==> config.mk <==
export PLATFORM = sky130hd
export DESIGN_NAME = dircc_link_buffer
export DESIGN_NICKNAME = d
export VERILOG_FILES = /design/src/rtl/dircc_link_buffer.sv
export SDC_FILE = /design/constraint.sdc
export NUM_CORES = 1
export LEC_CHECK = 0
export CAP_MARGIN = 20
export CORE_MARGIN = 2
export CORE_UTILIZATION = 40
export DETAILED_ROUTE_END_ITERATION = 10
export GPL_ROUTABILITY_DRIVEN = 0
export PLACE_DENSITY_LB_ADDON = 0.2
export SYNTH_ARGS = -nofsm -noshare
export SYNTH_HDL_FRONTEND = slang
export SYNTH_SLANG_ARGS = --single-unit
==> constraint.sdc <==
create_clock -name clk_clk -period 9.03 [get_ports clk_clk]
set_clock_uncertainty 0.05 [all_clocks]
set_input_delay 1.806 -clock clk_clk [delete_from_list [all_inputs] [get_ports clk_clk]]
set_output_delay 1.806 -clock clk_clk [all_outputs]
set_load 0.1 [all_outputs]
==> src/rtl/dircc_link_buffer.sv <==
// Show-ahead Avalon-ST link buffer in front of a dircc_routing input; stores {empty, eop, sop, data}.
// Define DIRCC_LINK_BUFFER_STORE_FORWARD_EN to hold packets until their eop is buffered.
module dircc_link_buffer #(
    parameter int DEPTH  = 16,
    parameter int ADDR_W = 4
) (
    input  logic              clk_clk,
    input  logic              reset_reset_n,
    input  logic [31:0]       sink_data,
    input  logic              sink_valid,
    output logic              sink_ready,
    input  logic              sink_startofpacket,
    input  logic              sink_endofpacket,
    input  logic [1:0]        sink_empty,
    output logic [31:0]       source_data,
    output logic              source_valid,
    input  logic              source_ready,
    output logic              source_startofpacket,
    output logic              source_endofpacket,
    output logic [1:0]        source_empty,
    output logic [ADDR_W:0]   fill_level
);

    localparam int CNT_W = ADDR_W + 1;
    localparam logic [CNT_W-1:0] FULL_COUNT = CNT_W'(DEPTH);

    logic [35:0]       mem_q [DEPTH];
    logic [ADDR_W-1:0] wr_ptr_q, wr_ptr_d;
    logic [ADDR_W-1:0] rd_ptr_q, rd_ptr_d;
    logic [CNT_W-1:0]  count_q, count_d;
    logic              push;
    logic              pop;
    logic              full;
    logic [35:0]       head;

    assign full       = (count_q == FULL_COUNT);
    assign sink_ready = !full && reset_reset_n;
    assign push       = sink_valid && sink_ready;
    assign pop        = source_valid && source_ready;
    assign fill_level = count_q;

    assign head                 = mem_q[rd_ptr_q];
    assign source_data          = head[31:0];
    assign source_startofpacket = head[32];
    assign source_endofpacket   = head[33];
    assign source_empty         = head[35:34];

    always_comb begin
        wr_ptr_d = wr_ptr_q;
        rd_ptr_d = rd_ptr_q;
        count_d  = count_q;
        if (push) begin
            wr_ptr_d = wr_ptr_q + ADDR_W'(1);
        end
        if (pop) begin
            rd_ptr_d = rd_ptr_q + ADDR_W'(1);
        end
        if (push && !pop) begin
            count_d = count_q + CNT_W'(1);
        end else if (pop && !push) begin
            count_d = count_q - CNT_W'(1);
        end
    end

    always_ff @(posedge clk_clk or negedge reset_reset_n) begin
        if (!reset_reset_n) begin
            wr_ptr_q <= '0;
            rd_ptr_q <= '0;
            count_q  <= '0;
        end else begin
            wr_ptr_q <= wr_ptr_d;
            rd_ptr_q <= rd_ptr_d;
            count_q  <= count_d;
        end
    end

    // Storage is deliberately left unreset; pointers alone define the contents.
    always_ff @(posedge clk_clk) begin
        if (push) begin
            mem_q[wr_ptr_q] <= {sink_empty, sink_endofpacket, sink_startofpacket, sink_data};
        end
    end

`ifdef DIRCC_LINK_BUFFER_STORE_FORWARD_EN
    logic [CNT_W-1:0] pkt_count_q, pkt_count_d;
    logic             fwd_lock_q, fwd_lock_d;
    logic             push_eop;
    logic             pop_eop;

    assign push_eop = push && sink_endofpacket;
    assign pop_eop  = pop && head[33];

    // A full buffer with no eop inside streams out cut-through; the lock keeps that packet moving.
    assign source_valid = (count_q != '0) && ((pkt_count_q != '0) || full || fwd_lock_q);

    always_comb begin
        pkt_count_d = pkt_count_q;
        fwd_lock_d  = fwd_lock_q;
        if (push_eop && !pop_eop) begin
            pkt_count_d = pkt_count_q + CNT_W'(1);
        end else if (pop_eop && !push_eop) begin
            pkt_count_d = pkt_count_q - CNT_W'(1);
        end
        if (pop_eop) begin
            fwd_lock_d = 1'b0;
        end else if (pop && full) begin
            fwd_lock_d = 1'b1;
        end
    end

    always_ff @(posedge clk_clk or negedge reset_reset_n) begin
        if (!reset_reset_n) begin
            pkt_count_q <= '0;
            fwd_lock_q  <= 1'b0;
        end else begin
            pkt_count_q <= pkt_count_d;
            fwd_lock_q  <= fwd_lock_d;
        end
    end
`else
    assign source_valid = (count_q != '0);
`endif

endmodule

==> run_results.csv <==
group,metric,value,unit
placement,port_buffers,82,
drt,routed_wl,49.3,mm
synthesis,syn_avg_cell_area,19.9,um2
critical_path,arrival,4.64,ns
pwr,power_frac_clock,0.254,
sta,final_max_slew_viol_count,0,
critical_path,cp_max_fo,43,
global_route,antenna_found_initial,2,
drt,drc,0,
clock_network,htreeDepth,2,
sta,slew_headroom,0.336,
synthesis,synth_seq_cells,589,
drt,drt-initial-drc-count,905,
drt,drt_first_pass_iters,5,
placement,dp_hpwl,25.5,mm
global_route,grt_remaining_overflow,0,
pwr,p_sw,3760,uW
cells_and_area,antenna_cells,0,
cells_and_area,areaGrowthSynthToFinish,15.5,%
synthesis,synth_top_family_by_area,"multiplexers",
run_status,status,"finished clean",
drt,vias,11000,
pwr,p_int,5710,uW
clock_network,cts.sinks,589,
pwr,peakVddDrop,0.246,mV
floorplan,io_pins,83,
drt,post_drt_wl_per_cell,23.7,um
global_route,grt_pass1_wl,73.9,mm
clock_network,ctsHoldBuffers,0,
pwr,power_frac_comb,0.391,
clock_network,clk_pin_slew,0.06,ns
min_path,hold_class,"reg -> reg",
sta,post-route-min-period,6.49,ns
global_route,grt_max_degree,71,
run,max_cap_violations,0,
clock_network,cts_buffers,61,
synthesis,synthMuxAreaShare,0.136,
global_route,grtUsageMet1,0.228,
global_route,busiest_layer,"met2",
floorplan,core-area,57500,um2
floorplan,dieArea,59900,um2
sta,final.setup.tns,0,ns
critical_path,cp-start-kind,"register",
clock_network,clk_path_buf_depth,3,
synthesis,synthAdderAreaFrac,0.00572,
pwr,p_per_area,354,nW/um2
synthesis,yosys_warnings,0,
cells_and_area,fin_nets,1320,
cells_and_area,drive_gt1_frac,0.202,
clock_network,cts_resized,0,
critical_path,crit_path_end_kind,"output pin",
pwr,p_seq_frac,0.355,
sta,hold_ws,0.464,ns
sta,worst_pin_slew,0.993,ns
sta,max_freq,154,MHz
floorplan,dieWidth,245,um
synthesis,synthSimpleGateAreaFrac,0.0144,
clock_network,tritoncts,"done",
synthesis,syn_nets,1214,
sta,layout_worst_path_cycle_share,0.719,
floorplan,num_rows,88,
placement,pre_cts_ws,3.04,ns
critical_path,path_class,"reg -> out",
sta,timing.final.ws_setup,2.54,ns
synthesis,synth_xor_xnor_area_share,0.00378,
sta,rsz0062_at_grt,"false",
global_route,gr-usage-met2,0.277,
drt,ant_nets,0,
drt,vias_per_cell,5.30,
sta,finalSetupViolations,0,
synthesis,yosysSeqAreaShare,0.760,
pwr,switching_share,0.397,
critical_path,cp.required,7.17,ns
synthesis,syn_area,23200,um2
synthesis,synth_compound_area_frac,0.0597,
global_route,grt_pass1_vias,11400,
synthesis,synthDistinctLibCells,38,
floorplan,initial_core_util,0.403,
clock_network,cts_setup_buffers,0,
cells_and_area,fillerInstances,4873,
floorplan,die_h,245,um
global_route,use_met3,0.0271,
global_route,track_usage,0.166,
pwr,p_leak,0.00874,uW
clock_network,clkLatencyLatePin,0.61,ns
sta,hold_violations,0,
clock_network,cts-root-buf,"clkbuf_16",
synthesis,syn_inst,1164,
## metrics by stage
stage          area, um2  std cells   util  power [uW]
2_1_floorplan      23200       1164      -        6290
3_3_place_gp       24900       1972  0.433        7170
3_5_place_dp       24900       1972  0.433        7180
4_1_cts            26800       2080  0.466        9600
5_1_grt            26800       2080  0.466        9870
6_report           26800       2080  0.466        9470
## power groups by stage
stage                     sequential [uW]  clock (uW)  combinational, uW
after floorplan                      3350           0               2940
after global placement               3420           0               3740
after detailed placement             3430           0               3750
after CTS                            3370        2470               3760
after global routing                 3390        2570               3920
final                                3360        2400               3700
## worst max-delay path, cell delays in order, from the launching register on
cell and delay (ns):
dfrtp_2 0.77, buf_4 0.41, and2_4 0.70, buf_4 0.58, a221oi_1 0.21, a22oi_1 0.22
nand2_1 0.11, clkdlybuf4s50_1 0.98
## synth_stat cells, drive strengths merged
| library cell | count | share of area |
|---|---|---|
| a21boi | 1 | 0.00032 |
| a21o | 2 | 0.00065 |
| a21oi | 38 | 0.0082 |
| a221oi | 36 | 0.023 |
| a22oi | 36 | 0.012 |
| and2 | 3 | 0.00081 |
| buf | 39 | 0.014 |
| clkbuf | 25 | 0.0053 |
| dfrtp | 13 | 0.014 |
| edfxtp | 576 | 0.75 |
| fa | 1 | 0.00086 |
| ha | 9 | 0.0049 |
| inv | 7 | 0.0011 |
| mux2 | 36 | 0.017 |
| mux2i | 109 | 0.047 |
| mux4 | 72 | 0.071 |
| nand2 | 49 | 0.0080 |
| nand2b | 4 | 0.0011 |
| nand3 | 1 | 0.00022 |
| nand4 | 1 | 0.00027 |
| nor2 | 14 | 0.0023 |
| nor2b | 1 | 0.00027 |
| nor3 | 4 | 0.00086 |
| nor4 | 1 | 0.00054 |
| o21ai | 76 | 0.016 |
| xnor2 | 8 | 0.0030 |
| xor2 | 2 | 0.00076 |
## cell type report
class	instances	area, um2	share of cell area
clock inverters	34	292	0.0109
multi-input cells	504	5210	0.195
repair buffers	107	1030	0.0386
clock buffers	74	1620	0.0604
inverters	7	26.3	0.000981
flip-flops and latches	589	17600	0.659
well taps	765	957	0.0358
## worst paths after layout
kind | slack (ns) | start | cells past startpoint | to
setup / recovery | 2.54 | rd_ptr_q[2] | 7 | source_empty[0]
min in group asynchronous | 1.51 | reset_reset_n | 1 | fill_level[0]
hold reg to reg | 0.46 | fill_level[4] | 1 | fill_level[4]
setup reg to reg | 6.04 | rd_ptr_q[2] | 5 | rd_ptr_q[3]
hold / removal | 0.46 | fill_level[4] | 1 | fill_level[4]
max in group asynchronous | 6.98 | reset_reset_n | 1 | rd_ptr_q[0]
## cell usage in the layout, fill, tap and decap left out, types with 11 or more instances in the layout
master,instances
a22oi_1,36
a221oi_2,33
mux2_2,36
nor2_4,12
clkbuf_1,11
edfxtp_1,576
a21oi_1,38
mux4_2,63
nand2_1,48
o21ai_0,63
mux2i_1,109
clkdlybuf4s50_1,82
clkinv_1,14
buf_4,23
clkbuf_16,63
clkinv_2,11
o21ai_1,13
## routing by layer
layer,vias up,share of wire
met4,4,0.018
li1,4985,-
met1,5791,0.45
met5,-,0.00049
met3,63,0.037
met2,189,0.49
## cell families (layout without fill, tap and decap cells)
logic type	count (synthesis)	in the layout
flip-flops	589	589
multiplexers	217	217
adder cells (fa/ha/maj)	10	10
AND/OR/NAND/NOR	78	78
AO/OA/AOI/OAI	189	189
XOR/XNOR	10	10
buffers and inverters	71	222
## flip-flops by register name, summed over array words and instances, names as in the netlist
register    flops
mem_q         576
wr_ptr_q        4
fill_level      5
rd_ptr_q        4
No activity file was read; power rests on OpenSTA's default activity.
